File: src/rtl/quad_lut_sweeper.sv
// Sequential sweeper for a quadratic-function LUT: steps x across a programmed
// range, captures table/direct results, streams {x, y, mismatch} and counts disagreements.
module quad_lut_sweeper #(
    parameter int W_X = 4,
    parameter int W_Y = 8
) (
    input  logic                  clk,
    input  logic                  rst_n,
    input  logic                  start,
    input  logic signed [W_X-1:0] x_first,
    input  logic signed [W_X-1:0] x_last,
    output logic signed [W_X-1:0] xq,
    input  logic signed [W_Y-1:0] yq_lut,
    input  logic signed [W_Y-1:0] yq_fun,
    output logic                  m_valid,
    input  logic                  m_ready,
    output logic signed [W_X-1:0] m_x,
    output logic signed [W_Y-1:0] m_y,
    output logic                  m_mismatch,
    output logic                  busy,
    output logic                  done,
    output logic [W_X:0]          err_count
);

    typedef enum logic [1:0] {
        S_IDLE  = 2'd0,
        S_RUN   = 2'd1,
        S_DRAIN = 2'd2
    } state_t;

    localparam logic signed [W_X-1:0] X_ONE   = {{(W_X-1){1'b0}}, 1'b1};
    localparam logic        [W_X:0]   ERR_ONE = {{W_X{1'b0}}, 1'b1};

    state_t                  r_state;
    logic signed [W_X-1:0]   r_x_cur;
    logic signed [W_X-1:0]   r_x_end;
    logic                    r_m_valid;
    logic signed [W_X-1:0]   r_m_x;
    logic signed [W_Y-1:0]   r_m_y;
    logic                    r_m_mismatch;
    logic                    r_busy;
    logic                    r_done;
    logic [W_X:0]            r_err_count;

    logic                    w_slot_free;
    logic                    w_mismatch;
    logic                    w_at_end;
    logic                    w_accept;

    // The output register can take a new sample if empty or being drained this cycle.
    assign w_slot_free = !r_m_valid || m_ready;
    assign w_accept    = r_m_valid && m_ready;
    assign w_mismatch  = (yq_lut != yq_fun);
    assign w_at_end    = (r_x_cur == r_x_end);

    always_ff @(posedge clk or negedge rst_n) begin
        if (!rst_n) begin
            r_state      <= S_IDLE;
            r_x_cur      <= '0;
            r_x_end      <= '0;
            r_m_valid    <= 1'b0;
            r_m_x        <= '0;
            r_m_y        <= '0;
            r_m_mismatch <= 1'b0;
            r_busy       <= 1'b0;
            r_done       <= 1'b0;
            r_err_count  <= '0;
        end else begin
            r_done <= 1'b0;
            case (r_state)
                S_IDLE: begin
                    if (start) begin
                        r_x_cur     <= x_first;
                        r_x_end     <= x_last;
                        r_err_count <= '0;
                        r_busy      <= 1'b1;
                        r_state     <= S_RUN;
                    end
                end
                S_RUN: begin
                    if (w_slot_free) begin
                        r_m_x        <= r_x_cur;
                        r_m_y        <= yq_lut;
                        r_m_mismatch <= w_mismatch;
                        r_m_valid    <= 1'b1;
                        if (w_mismatch) begin
                            r_err_count <= r_err_count + ERR_ONE;
                        end
                        // x wraps modulo 2^W_X, so a full-range sweep is legal.
                        if (w_at_end) begin
                            r_state <= S_DRAIN;
                        end else begin
                            r_x_cur <= r_x_cur + X_ONE;
                        end
                    end
                end
                S_DRAIN: begin
                    if (w_accept) begin
                        r_m_valid <= 1'b0;
                        r_done    <= 1'b1;
                        r_busy    <= 1'b0;
                        r_state   <= S_IDLE;
                    end
                end
                default: begin
                    r_state <= S_IDLE;
                end
            endcase
        end
    end

    assign xq         = r_x_cur;
    assign m_valid    = r_m_valid;
    assign m_x        = r_m_x;
    assign m_y        = r_m_y;
    assign m_mismatch = r_m_mismatch;
    assign busy       = r_busy;
    assign done       = r_done;
    assign err_count  = r_err_count;

endmodule

File: config.mk
export PLATFORM = sky130hd
export DESIGN_NAME = quad_lut_sweeper
export DESIGN_NICKNAME = d
export VERILOG_FILES = /design/src/rtl/quad_lut_sweeper.sv
export SDC_FILE = /design/constraint.sdc
export NUM_CORES = 1
export LEC_CHECK = 0
export ABC_AREA = 1
export CAP_MARGIN = 25
export CORE_MARGIN = 8
export CORE_UTILIZATION = 41
export DETAILED_ROUTE_END_ITERATION = 16
export PLACE_DENSITY = 0.81
export SETUP_SLACK_MARGIN = 0.15
export SYNTH_ARGS = -nofsm -noshare
export SYNTH_HDL_FRONTEND = slang
export SYNTH_SLANG_ARGS = --single-unit
File: constraint.sdc
create_clock -name clk -period 1.2 [get_ports clk]
set_input_delay 0.12 -clock clk [delete_from_list [all_inputs] [get_ports clk]]
set_output_delay 0.12 -clock clk [all_outputs]
set_load 0.05 [all_outputs]
==> results.md <==
* Status: finished, violations left
* Violated checks: setup timing
* Number of placed cells counting well taps at 320
* Clock period minus worst slack at ~1.3 ns
* Skew-Pair Late Insertion Delay at about 0.29 ns
* Leakage dissipation at ~1.5 nW
* Total negative slack for setup checks at -1.55 ns
* Share of power burned in registers at 0.230
* Total Power at about 8.6 mW
* Final slew viol count at 0
* Antenna violations before repair at 0
* Gate Count Post-Synth at about 190
* Buffer levels on the longest clock path at 2
* Slowest cell on the critical path: dfrtp_1
* Post-route setup slack at -0.118 ns
* HPWL reported at the end of detailed placement at roughly 3400 um
* Cell area after placement at about 0.0027 sq mm
* Number of nets in the synthesized netlist at ~220
* Synthesis Warnings at 0
* Count of state elements after synthesis at 31
* Cell repeated most along the worst path: nand2_8
* Part of the cycle the worst path needs at 1.10
* Count of routing violations after the opening detailed-route iteration at 90
* Reg2reg path depth at 7
* Pin count of the biggest net entering global routing at 32
* Fin nets at 320
* Measured slew at the worst slew-check pin at about 0.23 ns
* Startpoint type of the worst setup path: flop
* Horizontal die dimension at slightly below 80 um
* Floorplan Core Area at between 0.003 and 0.004 sq mm
* Clock tree from TritonCTS: done
* Full die area at 0.00627 sq mm
* Number of global-route vias before repair at about 1700
* Most congested layer reported by global routing: met2
* Via-per-instance ratio at around 5
* Count of TritonRoute iterations in the first routing pass at 4
* GRT Total Usage at 0.159
* CTS Hold Buffers Added at 0
* Cell area after synthesis at roughly 0.0016 sq mm
* Unique masters post-synth at 28
* DRC Markers at 0
* Met3 Track Usage GR at 0.0598
* H-tree depth at 2
* I/O pins at between 50 and 60
* Cell-internal power at between 4 and 5 mW
* Max transition margin at 0.844
* Vertical die dimension at between 70 and 80 um
* Highest clock rate at between 700 and 800 MHz
* Post-Layout Cell Count at between 300 and 400
* Overall overflow remaining after global route at 0
* Net switching power figure at 3.66 mW
* Required time worst endpoint at ~1.4 ns
* Row count at 23
* Signal arrival time at the worst endpoint at around 1.5 ns
* Largest delay share family, worst path: simple AND/OR/NAND/NOR gates
* Global routing usage on met1 at 0.166
* Crit end category: flop
* Terminus of the critical flop-to-flop path: err_count[1]$_DFFE_PN0P_
* Delay of the slowest critical-path stage at ~0.4 ns
* Worst Hold Slack at 0.197 ns
* Routability-driven placement congestion ratio at roughly 0.8
* Area share of the largest cell type after synthesis at 0.474
* Total number of vias at ~1700
* Starting density of the core at 0.418
* Class of the most critical setup path: reg -> reg
* Number of buffers created by CTS at 5
* Reported max-cap violation count at 0
* Worst Path Buf+Inv at 1
* Highest-count cells in the layout ignoring fill and taps: nand2_1 (56), clkdlybuf4s50_1 (27), buf_12 (27)
* Fraction of met2 tracks used by global routing at 0.284
* Launch instance of the worst register-to-register path: r_state[0]$_DFFE_PN0P_
* Synthesized area divided by synthesized cell count at about 8.4 sq um
* Unrepaired setup endpoints after global routing: true
* Worst supply voltage drop on vdd at 0.00192 V
* Area growth, synth to finish at 90.7%
* Setup Slack @ Placement at -0.217 ns
* Residual antenna-violating net count after detailed routing at 0
* Logic gate share of total power at 0.627
* Worst min-delay path category: in -> async
* Routed Wire Length at 5160 um
* Port bufs at 52
* CTS root buffer: clkbuf_8
* Worst-case register-to-register setup slack at -0.12 ns
* Final Hold Fails at 0
* Per-cell routed wire length at between 15 and 20 um
* Fraction of power spent switching nets at 0.427
* Number of clock sinks at 31
* Crit-path cells: inv_4 -> nor2_8 -> nand2_8 -> nand2_8 -> nand2_4 -> nand2_2 -> nand2_1
* Clk pwr share at 0.144
* Ant. Diodes at 0
* Share of post-route cells with drive strength above 1 at 0.485
* Power density of the placed cells at ~2800 mW/mm^2
* Filler cell count at about 220
* Most common cell after layout, fill and taps aside: nand2_1
* Final design utilization at 0.797
* Number of endpoints failing setup at the final stage at 30
* Share of synthesized area occupied by flip-flops and latches at 0.474
* Global-route wire length before repair at 7960 um
* Final design area excluding fillers at ~0.0031 sq mm
* Worst clock skew at 0.00772 ns
* Clock transition time at the flip-flop clock pins of the worst setup and hold paths at about 0.070 ns
* Top cell type by total area after synthesis: dfrtp_1
* Worst-path maximum fanout at 8
* Dominant cells by area after synthesis: dfrtp_1 (47%), nand2_1 (18%), xor2_1 (3.2%), nand3_1 (3.1%), mux2_2 (2.8%)
==> worst reg2reg max path: cells and delay by family, from the launching register on <==
kind,cells,cell delay (ns)
flip-flops,1,0.41
AND/OR/NAND/NOR,6,0.71
buffers and inverters,1,0.07
==> sequential cells by signal, summed over array words and instances (netlist names) <==
register and flops:
r_x_end 4, busy 1, err_count 5, m_x 4
done 1, m_valid 1, m_mismatch 1, xq 4
m_y 8, r_state 2
==> power groups by stage <==
stage | Sequential (mW) | Combinational, mW | Clock, mW
after global placement | 1.89 | 4.43 | 0
after floorplan | 2.86 | 1.38 | 0
after global routing | 2.03 | 5.70 | 1.29
after detailed placement | 1.91 | 4.52 | 0
after CTS | 1.93 | 4.86 | 1.24
final | 1.97 | 5.38 | 1.23
==> final cells by class <==
type	count	area [sq um]	share of cell area
clock inverters	2	60.1	0.0192
inverters	16	82.6	0.0265
flip-flops and latches	31	788	0.253
multi-input cells	144	913	0.293
repair buffers	92	1140	0.366
clock buffers	6	72.6	0.0233
well taps	50	62.6	0.0200
==> logic make-up (layout without fill, tap and decap cells) <==
family                     Yosys count  count (layout)  share of synthesized area
AOI/OAI and AO/OA                   16              16                     0.0612
xor gates and xnor gates             9               9                     0.0482
adders and majority gates            2               2                     0.0153
buffers and inverters               19             116                     0.0604
DFF                                 31              31                      0.474
muxes                                5               5                     0.0336
and+or+nand+nor                    112             112                      0.307
==> synthesized netlist by cell type <==
cell type and n:
a21oi_1 2, a31oi_1 2, buf_6 3, clkinv_4 1, dfrtp_1 31, ha_1 2, inv_1 8, inv_2 7
mux2_2 4, mux2i_1 1, nand2_1 79, nand2_2 2, nand2_4 2, nand3_1 10, nand3b_4 1, nand4_1 1
nor2_1 11, nor2_2 2, nor2_8 1, nor3_1 1, nor3_2 1, o21ai_0 2, o21ai_1 5, o21ai_2 4
o21bai_1 1, or2_2 1, xnor2_1 3, xor2_1 6
==> timing repair <==
| item | CTS | global route |
|---|---|---|
| pin swaps | 10 | 15 |
| buffers inserted | 7 | 6 |
| gates resized for setup | 17 | 40 |
| setup endpoints to repair | 35 | 38 |
==> worst max path at each step <==
| stage | start | endpoint | cells past startpoint |
|---|---|---|---|
| final | r_state[0]$_DFFE_PN0P_ | err_count[1]$_DFFE_PN0P_ | 7 |
| after global routing | r_state[0]$_DFFE_PN0P_ | err_count[1]$_DFFE_PN0P_ | 7 |
| after CTS | xq[1]$_DFFE_PN0P_ | xq[2]$_DFFE_PN0P_ | 6 |
| after detailed placement | yq_lut[7] | err_count[2]$_DFFE_PN0P_ | 9 |
| after global placement | yq_lut[1] | err_count[4]$_DFFE_PN0P_ | 9 |
| after floorplan | xq[0]$_DFFE_PN0P_ | xq[2]$_DFFE_PN0P_ | 6 |
==> layer usage <==
metal	vias to the layer above	routed length, um	part of all wire
met4	0	150	0.029
met1	799	1900	0.37
li1	806	-	-
met5	-	0	0
met2	52	2780	0.54
met3	16	329	0.064
(Power assumes the default switching activity.)
